`src/rtl/nocr_input_arbiter.sv`:
```
// Round-robin arbiter sharing one NOC router packet port among NUM_REQ generators.
// One transaction is open at a time: accept in IDLE, hold the packet in SEND,
// then route the router response to the owner in WAIT.
module nocr_input_arbiter #(
  parameter int unsigned NUM_REQ = 4,
  parameter int unsigned PKT_W   = 13,
  parameter int unsigned CNT_W   = 16
) (
  input  logic                     clk,
  input  logic                     reset,
  input  logic [NUM_REQ-1:0]       req_valid,
  input  logic [NUM_REQ*PKT_W-1:0] req_packet,
  output logic [NUM_REQ-1:0]       req_ready,
  output logic [NUM_REQ-1:0]       resp_valid,
  input  logic [NUM_REQ-1:0]       resp_ready,
  output logic [PKT_W-1:0]         packet,
  output logic                     pack_valid,
  input  logic                     nocr_ready,
  input  logic                     nocr_valid,
  output logic                     pack_gen_ready,
  output logic [NUM_REQ-1:0]       grant,
  output logic                     busy,
  output logic [CNT_W-1:0]         txn_count
);

  localparam int unsigned PTR_W = (NUM_REQ > 1) ? $clog2(NUM_REQ) : 1;

  typedef enum logic [1:0] {
    IDLE = 2'd0,
    SEND = 2'd1,
    WAIT = 2'd2
  } state_e;

  state_e             state_q, state_d;
  logic [PTR_W-1:0]   ptr_q, ptr_d;
  logic [PTR_W-1:0]   owner_q, owner_d;
  logic [PKT_W-1:0]   packet_q, packet_d;
  logic               pack_valid_q, pack_valid_d;
  logic [NUM_REQ-1:0] grant_q, grant_d;
  logic               busy_q, busy_d;
  logic [CNT_W-1:0]   cnt_q, cnt_d;

  logic               win_found;
  logic [PTR_W-1:0]   win_idx;
  logic [PKT_W-1:0]   pkt_sel;
  logic               owner_ack;

  // Round-robin search starting at ptr_q, wrapping modulo NUM_REQ.
  always_comb begin
    int unsigned idx;
    win_found = 1'b0;
    win_idx   = '0;
    idx       = 0;
    for (int unsigned k = 0; k < NUM_REQ; k++) begin
      idx = (32'(ptr_q) + k) % NUM_REQ;
      if (!win_found && req_valid[PTR_W'(idx)]) begin
        win_found = 1'b1;
        win_idx   = PTR_W'(idx);
      end
    end
  end

  // Select the winner's packet slice.
  always_comb begin
    pkt_sel = '0;
    for (int unsigned i = 0; i < NUM_REQ; i++) begin
      if (PTR_W'(i) == win_idx) pkt_sel = req_packet[i*PKT_W +: PKT_W];
    end
  end

  assign owner_ack = |(grant_q & resp_ready);

  // Next-state and combinational handshake outputs.
  always_comb begin
    state_d        = state_q;
    ptr_d          = ptr_q;
    owner_d        = owner_q;
    packet_d       = packet_q;
    pack_valid_d   = pack_valid_q;
    grant_d        = grant_q;
    busy_d         = busy_q;
    cnt_d          = cnt_q;
    req_ready      = '0;
    resp_valid     = '0;
    pack_gen_ready = 1'b0;
    case (state_q)
      IDLE: begin
        if (win_found) begin
          req_ready    = NUM_REQ'(1) << win_idx;
          packet_d     = pkt_sel;
          grant_d      = NUM_REQ'(1) << win_idx;
          owner_d      = win_idx;
          pack_valid_d = 1'b1;
          busy_d       = 1'b1;
          state_d      = SEND;
        end
      end
      SEND: begin
        if (pack_valid_q && nocr_ready) begin
          pack_valid_d = 1'b0;
          state_d      = WAIT;
        end
      end
      WAIT: begin
        resp_valid     = grant_q & {NUM_REQ{nocr_valid}};
        pack_gen_ready = owner_ack;
        if (nocr_valid && owner_ack) begin
          grant_d = '0;
          busy_d  = 1'b0;
          cnt_d   = cnt_q + CNT_W'(1);
          ptr_d   = (owner_q == PTR_W'(NUM_REQ - 1)) ? '0 : owner_q + PTR_W'(1);
          state_d = IDLE;
        end
      end
      default: state_d = IDLE;
    endcase
  end

  // State register; reset drops any open transaction.
  always_ff @(posedge clk or negedge reset) begin
    if (!reset) begin
      state_q      <= IDLE;
      ptr_q        <= '0;
      owner_q      <= '0;
      packet_q     <= '0;
      pack_valid_q <= 1'b0;
      grant_q      <= '0;
      busy_q       <= 1'b0;
      cnt_q        <= '0;
    end else begin
      state_q      <= state_d;
      ptr_q        <= ptr_d;
      owner_q      <= owner_d;
      packet_q     <= packet_d;
      pack_valid_q <= pack_valid_d;
      grant_q      <= grant_d;
      busy_q       <= busy_d;
      cnt_q        <= cnt_d;
    end
  end

  assign packet     = packet_q;
  assign pack_valid = pack_valid_q;
  assign grant      = grant_q;
  assign busy       = busy_q;
  assign txn_count  = cnt_q;

endmodule

```
`config.mk`:
```
export PLATFORM = sky130hd
export DESIGN_NAME = nocr_input_arbiter
export DESIGN_NICKNAME = d
export VERILOG_FILES = /design/src/rtl/nocr_input_arbiter.sv
export SDC_FILE = /design/constraint.sdc
export NUM_CORES = 1
export LEC_CHECK = 0
export ABC_AREA = 1
export BUFFER_PORTS_ARGS = -buffer_cell sky130_fd_sc_hd__buf_2
export CAP_MARGIN = 5
export CORE_ASPECT_RATIO = 1.75
export CORE_UTILIZATION = 45
export CTS_CLUSTER_DIAMETER = 40
export DETAILED_ROUTE_END_ITERATION = 8
export PLACE_DENSITY = 0.78
export SLEW_MARGIN = 20
export SYNTH_ARGS = -nofsm -noshare
export SYNTH_HDL_FRONTEND = slang
export SYNTH_SLANG_ARGS = --single-unit
```
`constraint.sdc`:
```
create_clock -name clk -period 3.6 [get_ports clk]
set_input_delay 0.36 -clock clk [delete_from_list [all_inputs] [get_ports clk]]
set_output_delay 0.36 -clock clk [all_outputs]
set_load 0.02 [all_outputs]
```
==> flow_summary.json, run 1 <==
{
  "status": "completed",
  "cts_hold_buf": 0,
  "ys_warn_count": 0,
  "vdd_drop_max_uv": 598,
  "post_cts_buffers": 0,
  "core-area_um2": 5880,
  "setup.worst_path.class": "reg2out",
  "cts_root_buf": "clkbuf_8",
  "reg2reg_to": "packet[4]$_DFFE_PN0P_",
  "synth_seq_cells": 41,
  "drive_above_1_share": 0.284,
  "finalCritPeriodShare": 0.831,
  "dieArea_um2": 6400,
  "required_ns": 3.24,
  "antenna_found_initial": 0,
  "grt_max_degree": 42,
  "rows": 37,
  "vias": 2843,
  "viasPerCell": 4.88,
  "gr-total-overflow": 0,
  "nets": 569,
  "slew_viol_final": 0,
  "grt_pass1_vias": 2697,
  "place.gp.congestion": 0.884,
  "stdcell_count": 582,
  "slew_headroom": 0.380,
  "numPortBuffers": 107,
  "syn2layout_area_growth_pct": 24.6,
  "route.detailed.drc": 0,
  "cts_made_buffers": 5,
  "rr_worst_depth": 14,
  "h-tree-depth": 2,
  "dp_hpwl_um": 5530,
  "worst_pin_slew_ns": 0.929,
  "yosysSeqAreaShare": 0.375,
  "post_cts_resized": 0,
  "synthesis.area_um2": 2730,
  "pwr-share-comb": 0.627,
  "routed_wl_um": 7000,
  "min_path_type": "in2async",
  "dr.pass1.iters": 4,
  "antenna_cells": 0,
  "cp_max_fo": 13,
  "cts_tree": "done",
  "reg2reg_slack_ns": 1.01,
  "die_y_um": 105,
  "rsz0062_at_grt": "false",
  "drt_iter0_markers": 126,
  "avgSynthCellArea_um2": 6.85,
  "ant_nets": 0,
  "synthTopCellsByArea": "dfrtp_1, nand2_1, inv_1",
  "start_util": 0.465,
  "clock-skew-final_ns": 0.00725,
  "internal_power_mw": 1.42,
  "regToRegStartpoint": "ptr_q[0]$_DFFE_PN0P_",
  "power_mw": 3.01,
  "grt_pass1_wl_um": 11400,
  "p_leak_nw": 2.03,
  "die_w_um": 60.9,
  "setup_viol": 0,
  "power_density_nw_per_um2": 884,
  "synth.distinct_cells": 33,
  "wire_per_inst_um": 12.0,
  "synth_top_area_share": 0.375,
  "timing.fmax_mhz": 334,
  "swShare": 0.528,
  "synthCells": 399,
  "clkLatencyLatePin_ns": 0.29,
  "hold_viol": 0,
  "grtUsageTotal": 0.233,
  "clk_pin_slew_ns": 0.07,
  "layout_min_cycle_time_ns": 2.99,
  "cts.path.max_buffers": 2,
  "pwr-share-clk": 0.126,
  "clock-sinks": 41,
  "yosysTopAreaCell": "dfrtp_1",
  "tns_ns": 0,
  "max_cap_violations": 0,
  "crit_path_start_kind": "flip-flop",
  "endpoint_kind": "primary output",
  "io_pins": 108,
  "syn_nets": 465,
  "switching_power_mw": 1.59,
  "pwr-share-seq": 0.247,
  "cp.arrival_ns": 2.63,
  "place_inst": 574
}
==> cell families (layout without fill, tap and decap cells) <==
group,Yosys count,after routing,share of synthesized area
AOI/OAI and AO/OA,29,29,0.0613
xor gates and xnor gates,13,13,0.0416
adders and majority gates,2,2,0.00915
buffers and inverters,64,169,0.102
DFF,41,41,0.375
and+or+nand+nor,250,250,0.411
==> sequential cells by signal, indices dropped and copies added, names as in the netlist <==
signal      cells
busy            1
packet         13
grant           4
owner_q         2
state_q         2
pack_valid      1
txn_count      16
ptr_q           2
==> power by group through the flow <==
stage / clock network (mW) / registers [mW] / logic, mW
global placement: 0 / 0.748 / 1.84
detailed placement: 0 / 0.748 / 1.89
floorplan: 0 / 0.866 / 1.38
finish: 0.380 / 0.743 / 1.89
global route: 0.405 / 0.761 / 2.15
CTS: 0.390 / 0.743 / 1.90
==> synth_stat cells (all sizes together) <==
master / n
xor2: 8
nor4: 2
ha: 2
xnor2: 5
o21a: 1
nand3b: 4
inv: 54
nand2: 161
o22ai: 5
dfrtp: 41
clkbuf: 1
a21oi: 1
o31ai: 1
o21ai: 20
nand4: 3
or2: 1
nand3: 27
nor2: 51
buf: 9
o211ai: 1
nor3: 1
==> placed cells by master, fill, tap and decap left out <==
master	n
clkbuf_1	1
dfrtp_1	41
nand3_1	16
inv_2	4
bufinv_16	1
nand2_1	155
nor2_4	2
o31ai_1	1
xor2_1	8
buf_2	107
ha_1	2
nor2_1	46
or2_4	1
nand2_4	2
nor3_1	1
o22ai_1	5
nand4_1	3
inv_1	50
o211ai_2	1
nand2_2	4
nor2_2	2
o21ai_2	1
o21ai_1	1
a21oi_1	1
xnor2_1	5
nand3b_1	4
o21a_1	1
nor4_1	2
clkbuf_8	6
nor2_8	1
o21ai_0	18
nand3_2	11
==> how the worst max path moves through the flow <==
stage | slack [ns] | endpoint | depth (start not counted) | from
CTS | 0.63 | req_ready[1] | 12 | ptr_q[0]$_DFFE_PN0P_
global placement | 1.03 | req_ready[1] | 12 | ptr_q[0]$_DFFE_PN0P_
floorplan | 1.46 | req_ready[1] | 13 | ptr_q[0]$_DFFE_PN0P_
detailed placement | 0.95 | req_ready[1] | 12 | ptr_q[0]$_DFFE_PN0P_
global route | 0.35 | req_ready[1] | 11 | ptr_q[0]$_DFFE_PN0P_
finish | 0.61 | req_ready[1] | 12 | ptr_q[0]$_DFFE_PN0P_
==> area by class of cell <==
class,count,area (um^2)
Inverter,54,203
Multi-Input combinational cell,294,1430
Timing Repair Buffer,107,536
Clock buffer,7,86.3
Fill cell,583,2470
Sequential cell,41,1030
Tap cell,78,97.6
Clock inverter,1,30.0
==> per-layer routing <==
| metal | up-vias | wire length, um | global-route usage |
|---|---|---|---|
| met5 | - | 0 | 0 |
| li1 | 1429 | - | - |
| met2 | 109 | 3840 | 0.429 |
| met1 | 1286 | 2630 | 0.246 |
| met4 | 0 | 218 | 0.102 |
| met3 | 19 | 310 | 0.0371 |
==> metrics by stage <==
| step | worst slack, ns | hold slack (ns) | instance area [um^2] | util |
|---|---|---|---|---|
| finish | 0.608 | 0.208 | 3410 | 0.579 |
| global route | 0.351 | 0.291 | 3410 | 0.579 |
| CTS | 0.631 | 0.240 | 3410 | 0.579 |
| detailed placement | 0.946 | 0.470 | 3290 | 0.560 |
| floorplan | 1.46 | 0.0644 | 2730 | - |
| global placement | 1.03 | 0.467 | 3290 | 0.560 |
==> worst max-delay path, stage by stage, from the launching register on <==
cell     delay [ns]
dfrtp_1        0.54
inv_2          0.20
nand2_1        0.08
nand2_1        0.09
nand2_1        0.08
nand2_1        0.14
nor2_2         0.06
nand3_1        0.07
nand3_1        0.33
nor2_4         0.40
inv_1          0.10
nor2_1         0.09
buf_2          0.17
No activity file was read; power rests on OpenSTA's default activity.
==> run 2, diff against run 1 <==
Clock period 3.6 ns to 3.1 ns, I/O delays scaled along.
==> run 2 against run 1 <==
Effect of this change: sequential power rose by 17%; via count rose by 0.39%; non-clock buffer count rose by 3; hold slack got worse by 0.055 ns; clock power fell by 3%; count of clock-buffer cells in the layout fell by 1; register-to-register slack got worse by 0.25 ns; setup slack got worse by 0.25 ns; die area did not move; utilization rose by 0.064 points; combinational power rose by 20%; sequential cell count did not move.
==> flow_summary.json, run 2 (same netlist as run 1, synthesis figures left out) <==
{
  "status": "completed",
  "drt_iter0_markers": 119,
  "layout_min_cycle_time_ns": 2.74,
  "postLayoutCellArea_um2": 3410,
  "place.gp.congestion": 0.851,
  "grtUsageTotal": 0.240,
  "grt_max_degree": 42,
  "gr-total-overflow": 0,
  "largest_register_ffs": 16,
  "dieArea_um2": 6400,
  "crit_path_start_kind": "flip-flop",
  "vdd_drop_max_uv": 683,
  "clkLatencyLatePin_ns": 0.30,
  "post_cts_resized": 0,
  "die_y_um": 105,
  "slew_headroom": 0.379,
  "h-tree-depth": 2,
  "rr_worst_depth": 14,
  "timing.fmax_mhz": 365,
  "endpoint_kind": "primary output",
  "max_cap_violations": 0,
  "routed_wl_um": 7150,
  "dp_slack_ns": 0.519,
  "clk_pin_slew_ns": 0.08,
  "clock-sinks": 41,
  "cp_max_fo": 13,
  "whs_ns": 0.153,
  "setup_viol": 0,
  "required_ns": 2.79,
  "dr.pass1.iters": 4,
  "start_util": 0.465,
  "fin_ws_ns": 0.360,
  "cts_root_buf": "clkbuf_8",
  "min_path_type": "in2async",
  "core-area_um2": 5880,
  "regToRegStartpoint": "ptr_q[0]$_DFFE_PN0P_",
  "finalCritPeriodShare": 0.884,
  "dp_hpwl_um": 5690,
  "cts_tree": "done",
  "reg2reg_slack_ns": 0.76,
  "cts_hold_buf": 0,
  "drive_above_1_share": 0.292,
  "vias": 2854,
  "p_leak_nw": 2.04,
  "cp.arrival_ns": 2.43,
  "utilization": 0.580,
  "route.detailed.drc": 0,
  "hold_viol": 0,
  "n_fill_cell": 601,
  "syn2layout_area_growth_pct": 24.8,
  "final_common_cell": "nand2_1",
  "ant_nets": 0,
  "post_cts_buffers": 0,
  "place_area_um2": 3310,
  "wire_per_inst_um": 12.2,
  "nets": 572,
  "grt_pass1_wl_um": 11600,
  "io_pins": 108,
  "reg2reg_to": "packet[3]$_DFFE_PN0P_",
  "die_w_um": 60.9,
  "rows": 37,
  "viasPerCell": 4.88,
  "cts_made_buffers": 5,
  "tns_ns": 0,
  "numPortBuffers": 107,
  "cts.path.max_buffers": 2,
  "clock-skew-final_ns": 0.0126,
  "antenna_found_initial": 0,
  "final_cell_mix": "nand2_1, buf_2, inv_1, nor2_1, dfrtp_1",
  "power_density_nw_per_um2": 1030,
  "slew_viol_final": 0,
  "grt_pass1_vias": 2704,
  "rsz0062_at_grt": "false",
  "antenna_cells": 0,
  "worst_pin_slew_ns": 0.932,
  "setup.worst_path.class": "reg2out"
}
## run 2: cell types whose count changed in the layout (fill, tap and decap cells not counted), sizes merged
| cell | delta |
|---|---|
| clkinv | +2 |
| clkbuf | -1 |
| bufinv | -1 |
| buf | +3 |
## run 2: how the worst max path moves through the flow
stage	cells past startpoint	from	end
3_3_place_gp	13	ptr_q[0]$_DFFE_PN0P_	req_ready[3]
5_1_grt	13	ptr_q[0]$_DFFE_PN0P_	req_ready[3]
3_5_place_dp	13	ptr_q[0]$_DFFE_PN0P_	req_ready[3]
2_1_floorplan	13	ptr_q[0]$_DFFE_PN0P_	req_ready[1]
6_report	12	ptr_q[0]$_DFFE_PN0P_	req_ready[1]
4_1_cts	13	ptr_q[0]$_DFFE_PN0P_	req_ready[3]
## run 2: layout make-up
class / instances / area (um^2) / share of cell area
inverter: 54 / 203 / 0.0594
tap: 78 / 97.6 / 0.0286
sequential: 41 / 1030 / 0.301
multi-input combinational: 294 / 1430 / 0.419
clock buffer: 6 / 82.6 / 0.0242
clock inverter: 2 / 13.8 / 0.00404
timing repair buffer: 110 / 558 / 0.164
## run 2: stage by stage
stage / total power, mW / instances
after global routing: 3.86 / 585
final: 3.50 / 585
after floorplan: 2.61 / 399
after CTS: 3.53 / 585
after detailed placement: 3.15 / 577
after global placement: 3.10 / 577
## run 2: where the power goes
group	internal (mW)	leakage [nW]	switching, mW
logic	0.711	1.47	1.55
clock network	0.180	0.0512	0.189
registers	0.723	0.517	0.149
## run 2: worst max-delay path: stages (launching register included)
cell and delay, ns:
dfrtp_2 0.50, inv_2 0.15, nand2_1 0.09, nand2_1 0.09, nand2_1 0.07, nand2_1 0.14
nor2_2 0.05, nand3_1 0.07, nand3_1 0.38, nor2_4 0.23, inv_1 0.07, nor2_1 0.11
buf_2 0.18
## run 2: layer usage
metal	up-vias	GRT usage	part of all wire
met5	-	0	0
met4	0	0.0893	0.023
met3	11	0.0470	0.051
met2	93	0.453	0.56
met1	1314	0.242	0.37
li1	1436	-	-
==> run 3, diff against run 2 <==
Clock period 3.1 ns to 2.6 ns, I/O delays scaled along.
==> run 3 against run 2 <==
Effect of this change: largest cell class unchanged; critical path type unchanged; via count rose by 1.4%; utilization rose by 2.9 points; setup slack got worse by 0.21 ns; sequential power rose by 18%; non-clock buffer count rose by 16; die area did not move; global-route usage rose by 0.55 points.
==> flow_summary.json, run 3 (same netlist as run 1, synthesis figures left out) <==
{
  "gr-total-overflow": 0,
  "antenna_found_initial": 0,
  "cts_root_buf": "clkbuf_8",
  "vias": 2895,
  "cp_max_fo": 12,
  "dieArea_um2": 6400,
  "reg2reg_to": "packet[5]$_DFFE_PN0P_",
  "setup.worst_path.class": "reg2out",
  "antenna_cells": 0,
  "cp_slowest_stage_delay_ns": 0.47,
  "final_common_cell": "nand2_1",
  "p_leak_nw": 2.13,
  "worst_pin_slew_ns": 0.915,
  "path_cells": "buf_4, nand2_1, nand2_1, nand2_1, nand2_1, nor2_2, nand3_1, nand2_2, nand2_8, nor2_8, nand2_1, inv_1, buf_2",
  "cts.path.max_buffers": 2,
  "start_util": 0.465,
  "path_delay_family": "simple AND/OR/NAND/NOR gates",
  "rr_worst_depth": 14,
  "cts_tree": "done",
  "dp_hpwl_um": 5610,
  "routed_wl_um": 7300,
  "clk_pin_slew_ns": 0.08,
  "dr.pass1.iters": 6,
  "core-area_um2": 5880,
  "hold_viol": 0,
  "wire_per_inst_um": 12.1,
  "cp_num_buf_inv": 3,
  "nets": 588,
  "grt_max_degree": 42,
  "place_area_um2": 3350,
  "die_w_um": 60.9,
  "postLayoutCellArea_um2": 3580,
  "crit_path_top_delay_cell": "dfrtp_2",
  "utilization": 0.609,
  "viasPerCell": 4.82,
  "grtUsageTotal": 0.246,
  "io_pins": 108,
  "power_density_nw_per_um2": 1290,
  "crit_path_start_kind": "flip-flop",
  "path_common_cell": "nand2_1",
  "max_cap_violations": 0,
  "timing.fmax_mhz": 408,
  "power_mw": 4.63,
  "place_inst": 582,
  "route.detailed.drc": 0,
  "largest_register_ffs": 16,
  "rows": 37,
  "clock-sinks": 41,
  "h-tree-depth": 2,
  "multi_input_area_um2": 1450,
  "clock-skew-final_ns": 0.00919,
  "clkLatencyLatePin_ns": 0.30,
  "regToRegStartpoint": "ptr_q[0]$_DFFE_PN0P_",
  "ant_nets": 0,
  "numPortBuffers": 107,
  "cp.arrival_ns": 2.19,
  "n_fill_cell": 598,
  "endpoint_kind": "primary output",
  "status": "completed",
  "final_cell_mix": "nand2_1, buf_2, inv_1, nor2_1, dfrtp_1",
  "grt_pass1_wl_um": 12000,
  "cts_hold_buf": 0,
  "drive_above_1_share": 0.315,
  "grt_pass1_vias": 2813,
  "vdd_drop_max_uv": 894,
  "drt_iter0_markers": 131,
  "place.gp.congestion": 0.854,
  "stdcell_count": 601,
  "finalCritPeriodShare": 0.943,
  "reg2reg_slack_ns": 0.29,
  "cts_made_buffers": 5,
  "min_path_type": "in2async",
  "required_ns": 2.34,
  "slew_headroom": 0.390,
  "die_y_um": 105,
  "whs_ns": 0.0892,
  "seqCellArea_um2": 1030,
  "layout_min_cycle_time_ns": 2.45,
  "setup_viol": 0,
  "syn2layout_area_growth_pct": 31.0,
  "slew_viol_final": 0
}
## run 3: worst register-to-register path, stage by stage (launching register included)
cell and delay, ns:
dfrtp_2 0.47, buf_4 0.18, nand2_1 0.06, nand2_1 0.06
nand2_1 0.08, nand2_1 0.11, nor2_2 0.12, nand3_1 0.09
nand2_2 0.14, nand2_8 0.11, buf_4 0.18, o21ai_2 0.37
nor2_1 0.10, nand2_1 0.09, nand2_1 0.05
## run 3: area by class of cell
cell class	count	share of cell area
clock buffers	7	0.0241
clock inverters	1	0.00838
inverters	54	0.0573
multi-input cells	294	0.403
flip-flops and latches	41	0.287
well taps	78	0.0272
repair buffers	126	0.193
## run 3: what timing repair did
item	CTS	global route
resized for setup	0	5
setup buffers	0	11
setup endpoints to repair	0	4
hold endpoints to repair	0	0
## run 3: where the power goes
group | total [mW] | internal, mW | switching, mW
logic | 3.07 | 1.12 | 1.95
registers | 1.03 | 0.862 | 0.164
clock network | 0.536 | 0.313 | 0.223
total | 4.63 | 2.30 | 2.33
## run 3: worst max-delay path by stage
| stage | cells past startpoint | from | endpoint |
|---|---|---|---|
| floorplan | 13 | ptr_q[0]$_DFFE_PN0P_ | req_ready[1] |
| global placement | 12 | ptr_q[0]$_DFFE_PN0P_ | req_ready[0] |
| detailed placement | 15 | ptr_q[0]$_DFFE_PN0P_ | packet[9]$_DFFE_PN0P_ |
| CTS | 12 | ptr_q[0]$_DFFE_PN0P_ | req_ready[1] |
| global route | 13 | ptr_q[0]$_DFFE_PN0P_ | req_ready[3] |
| finish | 13 | ptr_q[0]$_DFFE_PN0P_ | req_ready[3] |
## run 3: through the flow
step,setup TNS [ns],setup slack (ns)
after floorplan,0,0.563
after CTS,0,0.00168
after global placement,0,0.348
after global routing,-0.00305,-0.00305
final,0,0.148
after detailed placement,0,0.364
## run 3: routing by layer
metal  vias to the layer above  routed length [um]  GRT usage
li1                       1468                   -          -
met1                      1315                2860      0.258
met2                       100                4000      0.463
met3                        12                 280     0.0371
met4                         0                 148     0.0844
met5                         -                   0          0
